===== config.mk =====
export PLATFORM = sky130hd
export DESIGN_NAME = clock_display_sched
export DESIGN_NICKNAME = d
export VERILOG_FILES = /design/src/rtl/clock_display_sched.sv
export SDC_FILE = /design/constraint.sdc
export NUM_CORES = 1
export LEC_CHECK = 0
export BUFFER_PORTS_ARGS = -buffer_cell sky130_fd_sc_hd__buf_2
export CAP_MARGIN = 20
export CELL_PAD_IN_SITES_DETAIL_PLACEMENT = 1
export CELL_PAD_IN_SITES_GLOBAL_PLACEMENT = 2
export CORE_ASPECT_RATIO = 0.9
export CORE_UTILIZATION = 35
export DETAILED_ROUTE_END_ITERATION = 10
export PLACE_DENSITY_LB_ADDON = 0.1
export SETUP_SLACK_MARGIN = 0.4
export SLEW_MARGIN = 10
export SYNTH_ARGS = -nofsm -noshare
export SYNTH_HDL_FRONTEND = slang
export SYNTH_SLANG_ARGS = --single-unit

===== constraint.sdc =====
create_clock -name clk -period 1.69 [get_ports clk]
set_input_delay 0.2535 -clock clk [delete_from_list [all_inputs] [get_ports clk]]
set_output_delay 0.2535 -clock clk [all_outputs]
set_load 0.005 [all_outputs]

===== src/rtl/clock_display_sched.sv =====
// Display scheduler: snapshots sec/min/hr, converts them through one shared bin2bcd
// over three cycles, commits all six digits at once and scans them onto six anodes.
module clock_display_sched #(
    parameter int unsigned SCAN_DIV   = 100000,
    parameter bit          LEAD_BLANK = 1'b1
) (
    input  logic       clk,
    input  logic       reset,
    input  logic [5:0] sec,
    input  logic [5:0] min,
    input  logic [5:0] hr,
    input  logic       upd,
    output logic [5:0] conv_bin,
    input  logic [2:0] conv_tens,
    input  logic [3:0] conv_ones,
    output logic       busy,
    output logic [5:0] an,
    output logic [3:0] digit,
    output logic       dp_n
);

    localparam int unsigned PW = (SCAN_DIV > 1) ? $clog2(SCAN_DIV) : 1;

    localparam logic [2:0] IDLE   = 3'd0;
    localparam logic [2:0] CONV_S = 3'd1;
    localparam logic [2:0] CONV_M = 3'd2;
    localparam logic [2:0] CONV_H = 3'd3;
    localparam logic [2:0] COMMIT = 3'd4;

    logic [2:0]      state;
    logic            pending;
    logic [5:0]      snap_sec, snap_min, snap_hr;
    logic [5:0][3:0] shadow;
    logic [5:0][3:0] disp;
    logic [PW-1:0]   presc;
    logic [2:0]      idx;
    logic            blank;

    assign busy = (state != IDLE);

    always_comb begin
        conv_bin = 6'd0;
        case (state)
            CONV_S:  conv_bin = snap_sec;
            CONV_M:  conv_bin = snap_min;
            CONV_H:  conv_bin = snap_hr;
            default: conv_bin = 6'd0;
        endcase
    end

    // Conversion pass; display registers change only in COMMIT so fields never mix.
    always_ff @(posedge clk) begin
        if (reset) begin
            state    <= IDLE;
            pending  <= 1'b0;
            snap_sec <= 6'd0;
            snap_min <= 6'd0;
            snap_hr  <= 6'd0;
            shadow   <= '0;
            disp     <= '0;
        end else begin
            if (busy && upd) begin
                pending <= 1'b1;
            end
            case (state)
                IDLE: begin
                    if (upd || pending) begin
                        state    <= CONV_S;
                        snap_sec <= sec;
                        snap_min <= min;
                        snap_hr  <= hr;
                        pending  <= 1'b0;
                    end
                end
                CONV_S: begin
                    shadow[0] <= conv_ones;
                    shadow[1] <= {1'b0, conv_tens};
                    state     <= CONV_M;
                end
                CONV_M: begin
                    shadow[2] <= conv_ones;
                    shadow[3] <= {1'b0, conv_tens};
                    state     <= CONV_H;
                end
                CONV_H: begin
                    shadow[4] <= conv_ones;
                    shadow[5] <= {1'b0, conv_tens};
                    state     <= COMMIT;
                end
                COMMIT: begin
                    disp  <= shadow;
                    state <= IDLE;
                end
                default: state <= IDLE;
            endcase
        end
    end

    // Free-running scan prescaler, independent of conversion activity.
    always_ff @(posedge clk) begin
        if (reset) begin
            presc <= '0;
            idx   <= 3'd0;
        end else if (presc == PW'(SCAN_DIV - 1)) begin
            presc <= '0;
            idx   <= (idx == 3'd5) ? 3'd0 : idx + 3'd1;
        end else begin
            presc <= presc + 1'b1;
        end
    end

    assign blank = LEAD_BLANK && (idx == 3'd5) && (disp[5] == 4'd0);

    always_ff @(posedge clk) begin
        if (reset) begin
            an    <= 6'b111110;
            digit <= 4'd0;
            dp_n  <= 1'b1;
        end else begin
            an    <= blank ? 6'b111111 : ~(6'b000001 << idx);
            digit <= disp[idx];
            dp_n  <= !((idx == 3'd2) || (idx == 3'd4));
        end
    end

endmodule

==> results of run 1 <==
==> state kept, by name, indices dropped and copies added, names as in the netlist <==
| name | cells |
|---|---|
| shadow | 21 |
| digit | 4 |
| an | 6 |
| pending | 1 |
| state | 3 |
| dp_n | 1 |
| disp | 21 |
| snap_sec | 6 |
| presc | 17 |
| snap_hr | 6 |
| idx | 3 |
| snap_min | 6 |
==> placed cells by master, fill, tap and decap left out, types with 7 or more instances in the layout <==
master | netlist | final
buf_2 | 8 | 44
dfxtp_4 | 0 | 7
clkbuf_16 | 0 | 9
dfxtp_2 | 0 | 9
dfxtp_1 | 95 | 79
a21oi_2 | 0 | 43
nor2_1 | 59 | 38
buf_6 | 2 | 21
mux2i_1 | 23 | 22
nor3_1 | 9 | 7
nand2_1 | 93 | 52
nand2_4 | 0 | 38
nor2_4 | 1 | 19
buf_12 | 1 | 9
xnor2_1 | 13 | 12
buf_16 | 0 | 8
buf_4 | 2 | 16
==> cell families (layout without fill, tap and decap cells) <==
logic type | after synthesis | after routing | synth area share (%)
flip-flops | 95 | 95 | 49.30
AO/OA/AOI/OAI | 54 | 54 | 7.330
AND/OR/NAND/NOR | 199 | 199 | 23.84
buffers and inverters | 32 | 119 | 4.379
multiplexers | 35 | 35 | 10.64
XOR/XNOR | 17 | 17 | 3.860
adder cells (fa/ha/maj) | 2 | 2 | 0.6486
==> how the worst min path moves through the flow <==
stage                     slack, ps           to  cells after the start        start
final                           150  snap_min[3]                      3       min[3]
after global routing            150   snap_hr[3]                      3        hr[3]
after CTS                       140  snap_sec[0]                      3       sec[0]
after detailed placement        450     disp[12]                      2     disp[12]
after global placement          440  snap_min[0]                      2  snap_min[0]
after floorplan                 360        an[5]                      1        reset
==> routing by layer <==
layer  track usage (%)  vias up  part of all wire [%]
met5                 0        -                     0
met4             5.538        0                   1.1
met3             4.309       10                   2.2
met2             37.27       32                    52
met1             24.43     1629                    44
li1                  -     1622                     -
==> Yosys cell counts, types with 2 or more instances <==
cell type	n	share of area, %
a22oi_1	3	0.58
a21oi_1	46	6.0
clkbuf_1	13	1.3
nor2_1	59	5.7
nand2_1	93	9.0
buf_2	8	1.0
nor2b_1	3	0.49
and2_1	2	0.32
nand4_1	4	0.65
buf_6	2	0.58
dfxtp_1	95	49
nor3b_1	2	0.39
o21ai_0	3	0.39
mux2i_1	23	6.0
nand3_1	6	0.78
xnor2_1	13	3.0
inv_1	4	0.39
buf_4	2	0.39
nor4_1	6	0.97
xor2_1	4	0.91
ha_1	2	0.65
nand3b_1	3	0.58
mux4_1	3	2.0
nor3_1	9	1.2
mux2_2	9	2.6
==> power breakdown <==
part | total, mW | internal, mW | switching, mW
clock | 2.06 | 1.19 | 0.872
sequential | 2.42 | 2.33 | 0.0853
combinational | 1.01 | 0.517 | 0.495
==> repair_timing <==
action,4_1_cts,5_1_grt
pin swaps,64,38
gates cloned,8,0
buffers inserted,27,4
endpoints found under the setup margin,85,91
resized for setup,164,77
==> worst min-delay path, stage by stage <==
cell	delay [ps]
buf_2	110
nand2_4	50
a21oi_2	40
==> through the flow <==
step | instances | instance area (µm²) | util [%] | setup WS (ps)
finish | 650 | 5969 | 57.04 | -15.66
global route | 650 | 5969 | 57.04 | -81.92
CTS | 646 | 5627 | 53.76 | -42.28
detailed placement | 595 | 4314 | 41.22 | 226.6
global placement | 595 | 4314 | 41.22 | 275.1
floorplan | 434 | 3935 | - | 345.3
==> area by class of cell <==
type / instances / area share (%)
inverters: 5 / 0.3773
multi-input cells: 307 / 43.16
clock inverters: 3 / 0.7126
clock buffers: 13 / 4.192
flip-flops and latches: 95 / 32.49
repair buffers: 98 / 16.37
well taps: 129 / 2.704
==> run_results.csv, run 1 <==
group,metric,value,unit
timing,hold_viol,0,
timing,clock_skew,7.175,ps
grt,grt_overflow_total,0,
setup_path,worst_setup_path_start_kind,"register",
setup_path,critPathSlowestCell,"dfxtp_4",
final_layout,multi_input_area,2576,µm²
setup_path,critPathRequiredTime,1440,ps
setup_path,cp.depth,5,
setup_path,reg2regPathDepth,10,
setup_path,crit_start,"state[0]",
setup_path,crit_type,"reg2out",
flow_run,max_cap_violations,0,
setup_path,cp_cell_sequence,"buf_12, mux2_4, a21oi_2, nor2_1, buf_2",
drt,drc_errors,0,
cts,cts_tree,"built",
timing,setup_viol,1,
timing,fmax,586.3,MHz
final_layout,diodes,0,
final_layout,fillCellCount,1113,
drt,drt-wirelength-per-cell,17.32,µm
setup_path,arrival,1450,ps
cts,numCtsBuffers,9,
place,gp_congestion,0.7284,
grt,grt_pass1_wl,18060,µm
setup_path,timing.rr.start,"state[0]",
cts,clock_latency,350,ps
floorplanning,die_w,112.7,µm
yosys,synth.distinct_cells,42,
floorplanning,die_area,11450,µm²
grt,grt_pass1_vias,3428,
drt,vias_per_cell,5.066,
final_layout,finalNetCount,546,
worst_hold_path,hold_path_class,"in2reg",
timing,min_period_over_period,100.9,%
setup_path,reg2reg_slack,120,ps
yosys,synth_edf_count,0,
yosys,synthCells,434,
floorplanning,pin_count,46,
drt,final_antenna_net_count,0,
power_and_ir_drop,powerDensity,919.5,nW/µm²
power_and_ir_drop,ir_worst_vdd,0.0006915,V
yosys,ys_warn_count,0,
yosys,ys.flop_type,"dfxtp_1",
power_and_ir_drop,p_total,5.489,mW
yosys,syn_avg_cell_area,8.888,µm²
setup_path,critical-path-top-delay-family,"flip-flops",
final_layout,drive_above_1_share,53.36,%
cts,clk_pin_slew,60,ps
drt,drtIter0Drc,126,
timing,fin_hold_ws,146.8,ps
setup_path,crit_end,"conv_bin[1]",
yosys,syn_nets,464,
yosys,synth_seq_cells,95,
cts,cts_sinks,95,
floorplanning,core.rowCount,35,
timing,grt_setup_unrepaired,"yes",
place,dp_hpwl,6104,µm
timing,worst_slack,-15.66,ps
cts,cts-root-buf,"clkbuf_16",
final_layout,seq_area,1939,µm²
timing,period_needed,1706,ps
floorplanning,initial_utilization,36.86,%
setup_path,critPathCaptureType,"primary output",
floorplanning,die_y,101.6,µm
drt,drtPass1Iterations,4,
cts,clock_path_buffers,2,
final_layout,area_delta_synth_final,54.75,%
yosys,ys_async_sr_fraction,0,%
grt,grt_max_degree,57,
cts,htreeDepth,3,
place,port_buffers,45,
grt,antenna_found_initial,0,
setup_path,path_buf_inv,2,
timing,tightestPinTransition,530.4,ps
setup_path,slowest_delay,360,ps
yosys,syn_area,3857,µm²
yosys,yosysSeqAreaShare,49.30,%
drt,routed_wl,11260,µm
timing,slew_headroom,64.51,%
timing,setup_tns,-15.66,ps
cts,cts_hold_buf,0,
drt,num_vias,3293,
floorplanning,core-area,10470,µm²
status,status,"complete, but fails checks",
setup_path,rr_endpoint,"disp[0]",
setup_path,crit_fanout,8,
timing,slew_violations,0,
grt,grt_use_total,20.42,%
power_and_ir_drop,leakagePower,2.545,nW
status,violations,"setup timing",
No activity file was read; power rests on OpenSTA's default activity.
==> inputs of run 2 (changes only) <==
--- a/config.mk
+++ b/config.mk
@@ -5,12 +5,13 @@
 export SDC_FILE = /design/constraint.sdc
 export NUM_CORES = 1
 export LEC_CHECK = 0
+export ABC_AREA = 1
 export BUFFER_PORTS_ARGS = -buffer_cell sky130_fd_sc_hd__buf_2
 export CAP_MARGIN = 20
 export CELL_PAD_IN_SITES_DETAIL_PLACEMENT = 1
 export CELL_PAD_IN_SITES_GLOBAL_PLACEMENT = 2
 export CORE_ASPECT_RATIO = 0.9
-export CORE_UTILIZATION = 35
+export CORE_UTILIZATION = 30
 export DETAILED_ROUTE_END_ITERATION = 10
 export PLACE_DENSITY_LB_ADDON = 0.1
 export SETUP_SLACK_MARGIN = 0.4
==> run 2 against run 1 <==
Effect of this change:
- the run now ends clean
- register-to-register slack better by 70 ps
- final area down 13%
- critical path depth down 1
- highest routed layer unchanged
- first-iteration DRC count down 21%
- routed wire length down 5.9%
- die area up 18%
- sequential share of layout area up 4.7 points
- worst hold slack better by 23 ps
- clock-buffer cell count unchanged
- critical path type unchanged
- clock power about the same
- combinational power down 46%
==> run_results.csv, run 2 <==
group,metric,value,unit
status,status,"finished, final reports clean",
power_and_ir_drop,comb_power_share,11.0,%
yosys,synth_top_family_by_area,"simple AND/OR/NAND/NOR gates",
place,dpl.cell_count,717,
timing,fmax,636.1,MHz
setup_path,crit_start,"state[0]",
cts,clk_pin_slew,70,ps
setup_path,reg2regPathDepth,9,
grt,grt_overflow_total,0,
yosys,ys_async_sr_fraction,0,%
floorplanning,die_w,122.3,µm
cts,numCtsBuffers,9,
yosys,syn_area,3906,µm²
power_and_ir_drop,internal_power,3.768,mW
grt,grt_max_degree,68,
drt,drtIter0Drc,100,
timing,setup_tns,0,ps
yosys,synth-adder-area-share,0.6406,%
floorplanning,die_area,13480,µm²
yosys,synth_top_area_share,48.69,%
final_layout,drive_above_1_share,33.16,%
setup_path,critPathCaptureType,"primary output",
setup_path,slowest_delay,390,ps
yosys,yosysSeqAreaShare,48.69,%
grt,antenna_found_initial,0,
cts,htreeDepth,3,
timing,clock_skew,5.885,ps
cts,cts-root-buf,"clkbuf_16",
cts,clock_path_buffers,2,
yosys,synth-simple-area-share,23.19,%
drt,num_vias,3471,
final_layout,top_regs,"disp x21, shadow x21, presc x17",
yosys,syn_avg_cell_area,7.498,µm²
yosys,ys_warn_count,0,
yosys,synth_area_leaders,"dfxtp_1 49%, nor2_1 8.8%, o21ai_0 8.3%",
yosys,synth_common_cells,"95 x dfxtp_1, 92 x nor2_1, 71 x nand2_1, 65 x o21ai_0, 56 x inv_1",
setup_path,crit_fanout,7,
final_layout,finalNetCount,619,
yosys,synth_area_leader_cell,"dfxtp_1",
setup_path,worst_setup_path_start_kind,"register",
setup_path,rr_endpoint,"shadow[21]",
drt,drc_errors,0,
yosys,synthXorXnorAreaFrac,2.018,%
setup_path,critPathSlowestCell,"dfxtp_4",
setup_path,cp_cell_sequence,"buf_6, nand3_4, o221ai_2, buf_2",
drt,final_antenna_net_count,0,
setup_path,crit_type,"reg2out",
setup_path,reg2reg_slack,190,ps
timing,hold_viol,0,
grt,grt_use_total,16.88,%
power_and_ir_drop,powerDensity,955.5,nW/µm²
floorplanning,pin_count,46,
drt,vias_per_cell,4.579,
setup_path,arrival,1320,ps
place,dp_hpwl,7247,µm
yosys,ys.flop_type,"dfxtp_1",
floorplanning,initial_utilization,30.79,%
cts,clock_latency,340,ps
worst_hold_path,min_path_cells,3,
yosys,synth-compound-area-share,16.34,%
power_and_ir_drop,p_clk_share,40.6,%
floorplanning,core-area,12690,µm²
yosys,synth.distinct_cells,29,
timing,min_period_over_period,93.02,%
yosys,syn_nets,551,
final_layout,diodes,0,
yosys,synth_edf_count,0,
worst_hold_path,hold_path_class,"in2reg",
place,port_buffers,45,
timing,slew_violations,0,
worst_hold_path,min_from,"hr[5]",
drt,drt-wirelength-per-cell,13.98,µm
grt,grt_pass1_wl,17280,µm
power_and_ir_drop,seqPwrFrac,48.5,%
drt,routed_wl,10600,µm
power_and_ir_drop,ir_worst_vdd,0.0006090,V
timing,setup_viol,0,
power_and_ir_drop,p_total,4.990,mW
yosys,synth.area.mux_share,0,%
cts,cts_sinks,95,
flow_run,max_cap_violations,0,
cts,cts_tree,"built",
grt,grt_pass1_vias,3388,
power_and_ir_drop,swShare,24.48,%
yosys,synthCells,521,
timing,grt_setup_unrepaired,"yes",
floorplanning,core.rowCount,39,
yosys,synth_most_common_cell,"dfxtp_1",
power_and_ir_drop,leakagePower,1.955,nW
floorplanning,die_y,110.3,µm
setup_path,critPathRequiredTime,1440,ps
drt,drtPass1Iterations,4,
timing,tightestPinTransition,276.4,ps
timing,period_needed,1572,ps
place,gp_congestion,0.7612,
worst_hold_path,holdPathEnd,"snap_hr[5]",
final_layout,final_cell_mix,"78 x dfxtp_1, 73 x nor2_1, 57 x nand2_1",
setup_path,timing.rr.start,"state[0]",
final_layout,area_delta_synth_final,33.70,%
final_layout,fillCellCount,1557,
cts,cts_hold_buf,0,
final_layout,layout_commonest_cell,"dfxtp_1",
final_layout,final_cells,758,
yosys,synth_seq_cells,95,
timing,slew_headroom,81.38,%
power_and_ir_drop,p_switching,1.222,mW
## run 2: logic make-up (layout without fill, tap and decap cells)
logic type / count (synthesis) / after routing
AND/OR/NAND/NOR: 211 / 211
AO/OA/AOI/OAI: 119 / 119
flip-flops: 95 / 95
buffers and inverters: 85 / 158
XOR/XNOR: 9 / 9
adder cells (fa/ha/maj): 2 / 2
## run 2: layer usage
metal / share of wire, % / track usage [%] / up-vias / wire (µm)
met5: 0 / 0 / - / 0
met4: 1.1 / 4.965 / 0 / 118
met3: 4.2 / 5.144 / 9 / 440
met2: 44 / 25.04 / 53 / 4639
met1: 51 / 23.36 / 1601 / 5400
li1: - / - / 1808 / -
## run 2: timing repair
action | CTS | global route
gates resized for setup | 78 | 64
setup endpoints to repair | 79 | 71
pin swaps | 16 | 19
buffers inserted | 17 | 6
cloned | 2 | 0
## run 2: worst max-delay path by stage
stage,end,slack [ps],depth (start not counted)
CTS,conv_bin[5],120,4
global placement,conv_bin[4],260,8
finish,conv_bin[3],120,4
floorplan,presc[2],400,7
global route,conv_bin[5],50,4
detailed placement,conv_bin[3],200,8
## run 2: cell type report
cell class | count | area (µm²) | area share (%)
timing repair buffer | 77 | 568.0 | 10.88
inverter | 65 | 286.5 | 5.486
sequential | 95 | 1941 | 37.16
tap | 164 | 205.2 | 3.929
clock inverter | 3 | 42.54 | 0.8146
clock buffer | 13 | 250.2 | 4.792
multi-input combinational | 341 | 1929 | 36.94
## run 2: metrics by stage
stage                     area, µm²  hold WS, ps  utilization (%)  setup WS (ps)
after floorplan                3939        418.1                -          400.0
after global placement         4334        429.2            34.16          263.9
after detailed placement       4334        436.1            34.16          201.8
final                          5223        170.3            41.16          117.9
after CTS                      5024        174.4            39.60          115.8
after global routing           5223        193.8            41.16          51.45
## run 2: critical path: cells and delay by family (launching register included)
family,cells,cell delay (ps)
AOI/OAI and AO/OA,1,190
DFF,1,390
buffers and inverters,2,250
and+or+nand+nor,1,140
## run 2: power groups by stage
stage	Clock [mW]	Sequential, mW	Combinational, mW
finish	2.03	2.42	0.547
floorplan	0	2.45	0.298
CTS	2.10	2.42	0.532
global route	2.20	2.43	0.615
detailed placement	0	2.47	0.434
global placement	0	2.46	0.423
==> inputs of run 3 (changes only) <==
--- a/config.mk
+++ b/config.mk
@@ -5,13 +5,13 @@
 export SDC_FILE = /design/constraint.sdc
 export NUM_CORES = 1
 export LEC_CHECK = 0
-export ABC_AREA = 1
 export BUFFER_PORTS_ARGS = -buffer_cell sky130_fd_sc_hd__buf_2
 export CAP_MARGIN = 20
 export CELL_PAD_IN_SITES_DETAIL_PLACEMENT = 1
 export CELL_PAD_IN_SITES_GLOBAL_PLACEMENT = 2
 export CORE_ASPECT_RATIO = 0.9
-export CORE_UTILIZATION = 30
+export CORE_MARGIN = 3
+export CORE_UTILIZATION = 35
 export DETAILED_ROUTE_END_ITERATION = 10
 export PLACE_DENSITY_LB_ADDON = 0.1
 export SETUP_SLACK_MARGIN = 0.4
==> run 3 against run 2 <==
Effect of this change:
- via count down 4.8%
- critical path type unchanged
- critical endpoint unchanged
- clock skew up 0.51 ps
- register-to-register slack worse by 50 ps
- core utilization up 16 points
- worst hold slack worse by 19 ps
- the run now ends with setup timing left
- cell count down 14%
==> run_results.csv, run 3 (synthesized netlist as in run 1, its figures left out) <==
group,metric,value,unit
grt,grt.met1_usage,23.56,%
grt,grt_max_degree,45,
grt,grt_use_met2,32.64,%
setup_path,critical-path-top-delay-family,"flip-flops",
flow_run,max_cap_violations,0,
final_layout,layout_commonest_cell,"dfxtp_1",
timing,slew_violations,0,
cts,numCtsBuffers,9,
grt,antenna_found_initial,0,
setup_path,slowest_delay,360,ps
timing,clock_skew,6.391,ps
timing,tightestPinTransition,536.7,ps
drt,drtIter0Drc,161,
worst_hold_path,hold_path_class,"in2reg",
place,gp_congestion,0.7493,
timing,slew_headroom,64.09,%
timing,min_period_over_period,100.4,%
power_and_ir_drop,leakagePower,2.644,nW
place,dp_slack,220.3,ps
setup_path,path_buf_inv,2,
final_layout,finalNetCount,551,
cts,cts-root-buf,"clkbuf_16",
timing,worst_slack,-6.224,ps
place,port_buffers,45,
floorplanning,pin_count,46,
timing,setup_viol,3,
drt,drtPass1Iterations,3,
final_layout,top_regs,"disp x21, shadow x21, presc x17",
power_and_ir_drop,ir_worst_vdd,0.0007460,V
place,dp_hpwl,6134,µm
power_and_ir_drop,powerDensity,905.3,nW/µm²
cts,cts_tree,"built",
floorplanning,die_w,116.7,µm
setup_path,critPathRequiredTime,1440,ps
drt,num_vias,3304,
timing,hold_viol,0,
floorplanning,die_y,105.6,µm
grt,grt_pass1_wl,18060,µm
cts,clock_latency,340,ps
timing,setup_tns,-13.66,ps
status,violations,"setup timing",
setup_path,worst_setup_path_start_kind,"register",
drt,final_antenna_net_count,0,
final_layout,drive_above_1_share,53.99,%
final_layout,diodes,0,
final_layout,finalInstanceArea,6043,µm²
cts,clk_pin_slew,70,ps
drt,vias_per_cell,5.044,
grt,grt_overflow_total,0,
setup_path,crit_fanout,8,
status,status,"complete, but fails checks",
grt,grt_use_total,18.79,%
setup_path,arrival,1440,ps
cts,cts_sinks,95,
floorplanning,die_area,12320,µm²
final_layout,area_delta_synth_final,56.67,%
setup_path,cp_cell_sequence,"buf_8, mux2_4, a21oi_2, nor2_1, buf_2",
cts,htreeDepth,3,
floorplanning,core-area,10510,µm²
drt,routed_wl,11330,µm
floorplanning,core.rowCount,35,
setup_path,crit_type,"reg2out",
setup_path,critPathCaptureType,"primary output",
timing,grt_setup_unrepaired,"yes",
cts,clock_path_buffers,2,
final_layout,final_cell_mix,"74 x dfxtp_1, 54 x nand2_1, 44 x a21oi_2, 44 x buf_2, 40 x nor2_1",
drt,drt-wirelength-per-cell,17.29,µm
drt,drc_errors,0,
grt,top_usage_layer,"met2",
grt,use_met3,4.535,%
setup_path,critPathSlowestCell,"dfxtp_2",
floorplanning,initial_utilization,36.70,%
power_and_ir_drop,p_total,5.471,mW
timing,period_needed,1696,ps
timing,fmax,589.5,MHz
grt,grt_pass1_vias,3484,
place,place_area,4302,µm²
[run 3: area by class of cell]
cell class / count / area (µm²)
inverter: 5 / 18.77
multi-input combinational: 307 / 2582
clock inverter: 4 / 55.05
tap: 129 / 161.4
timing repair buffer: 103 / 1031
clock buffer: 12 / 246.5
fill: 1127 / 4467
sequential: 95 / 1948
[run 3: metal layers]
metal	vias to the layer above	wire, µm
li1	1628	-
met1	1624	4861
met2	39	6070
met3	13	260
met4	0	134
met5	-	0
[run 3: final timing paths]
kind	end	depth (start not counted)	slack [ps]	from
max	conv_bin[3]	5	-6	state[0]
min	snap_hr[4]	3	150	hr[4]
max reg2reg	snap_min[3]	11	140	state[0]
min reg2reg	snap_min[2]	2	460	snap_min[2]
[run 3: power by group]
part           internal (mW)  switching [mW]
Clock                   1.19           0.849
Sequential              2.33          0.0949
Combinational          0.524           0.480
[run 3: repair_timing]
action	CTS	global route
setup endpoints to repair	92	91
setup buffers	27	9
resized for setup	157	89
gates cloned	8	0
pin swaps	59	43
hold buffers	0	0
[run 3: metrics by stage]
step	cells	utilization, %	hold WS, ps
after floorplan	434	-	360.3
after global placement	595	40.93	441.1
after detailed placement	595	40.93	447.7
after CTS	646	53.49	138.2
after global routing	655	57.50	137.0
final	655	57.50	151.8
[run 3: worst reg2reg max path, delay by kind of cell (launching register included)]
family	cells	cell delay, ps
buffers and inverters	7	780
flip-flops	1	340
AND/OR/NAND/NOR	3	280
AO/OA/AOI/OAI	1	100
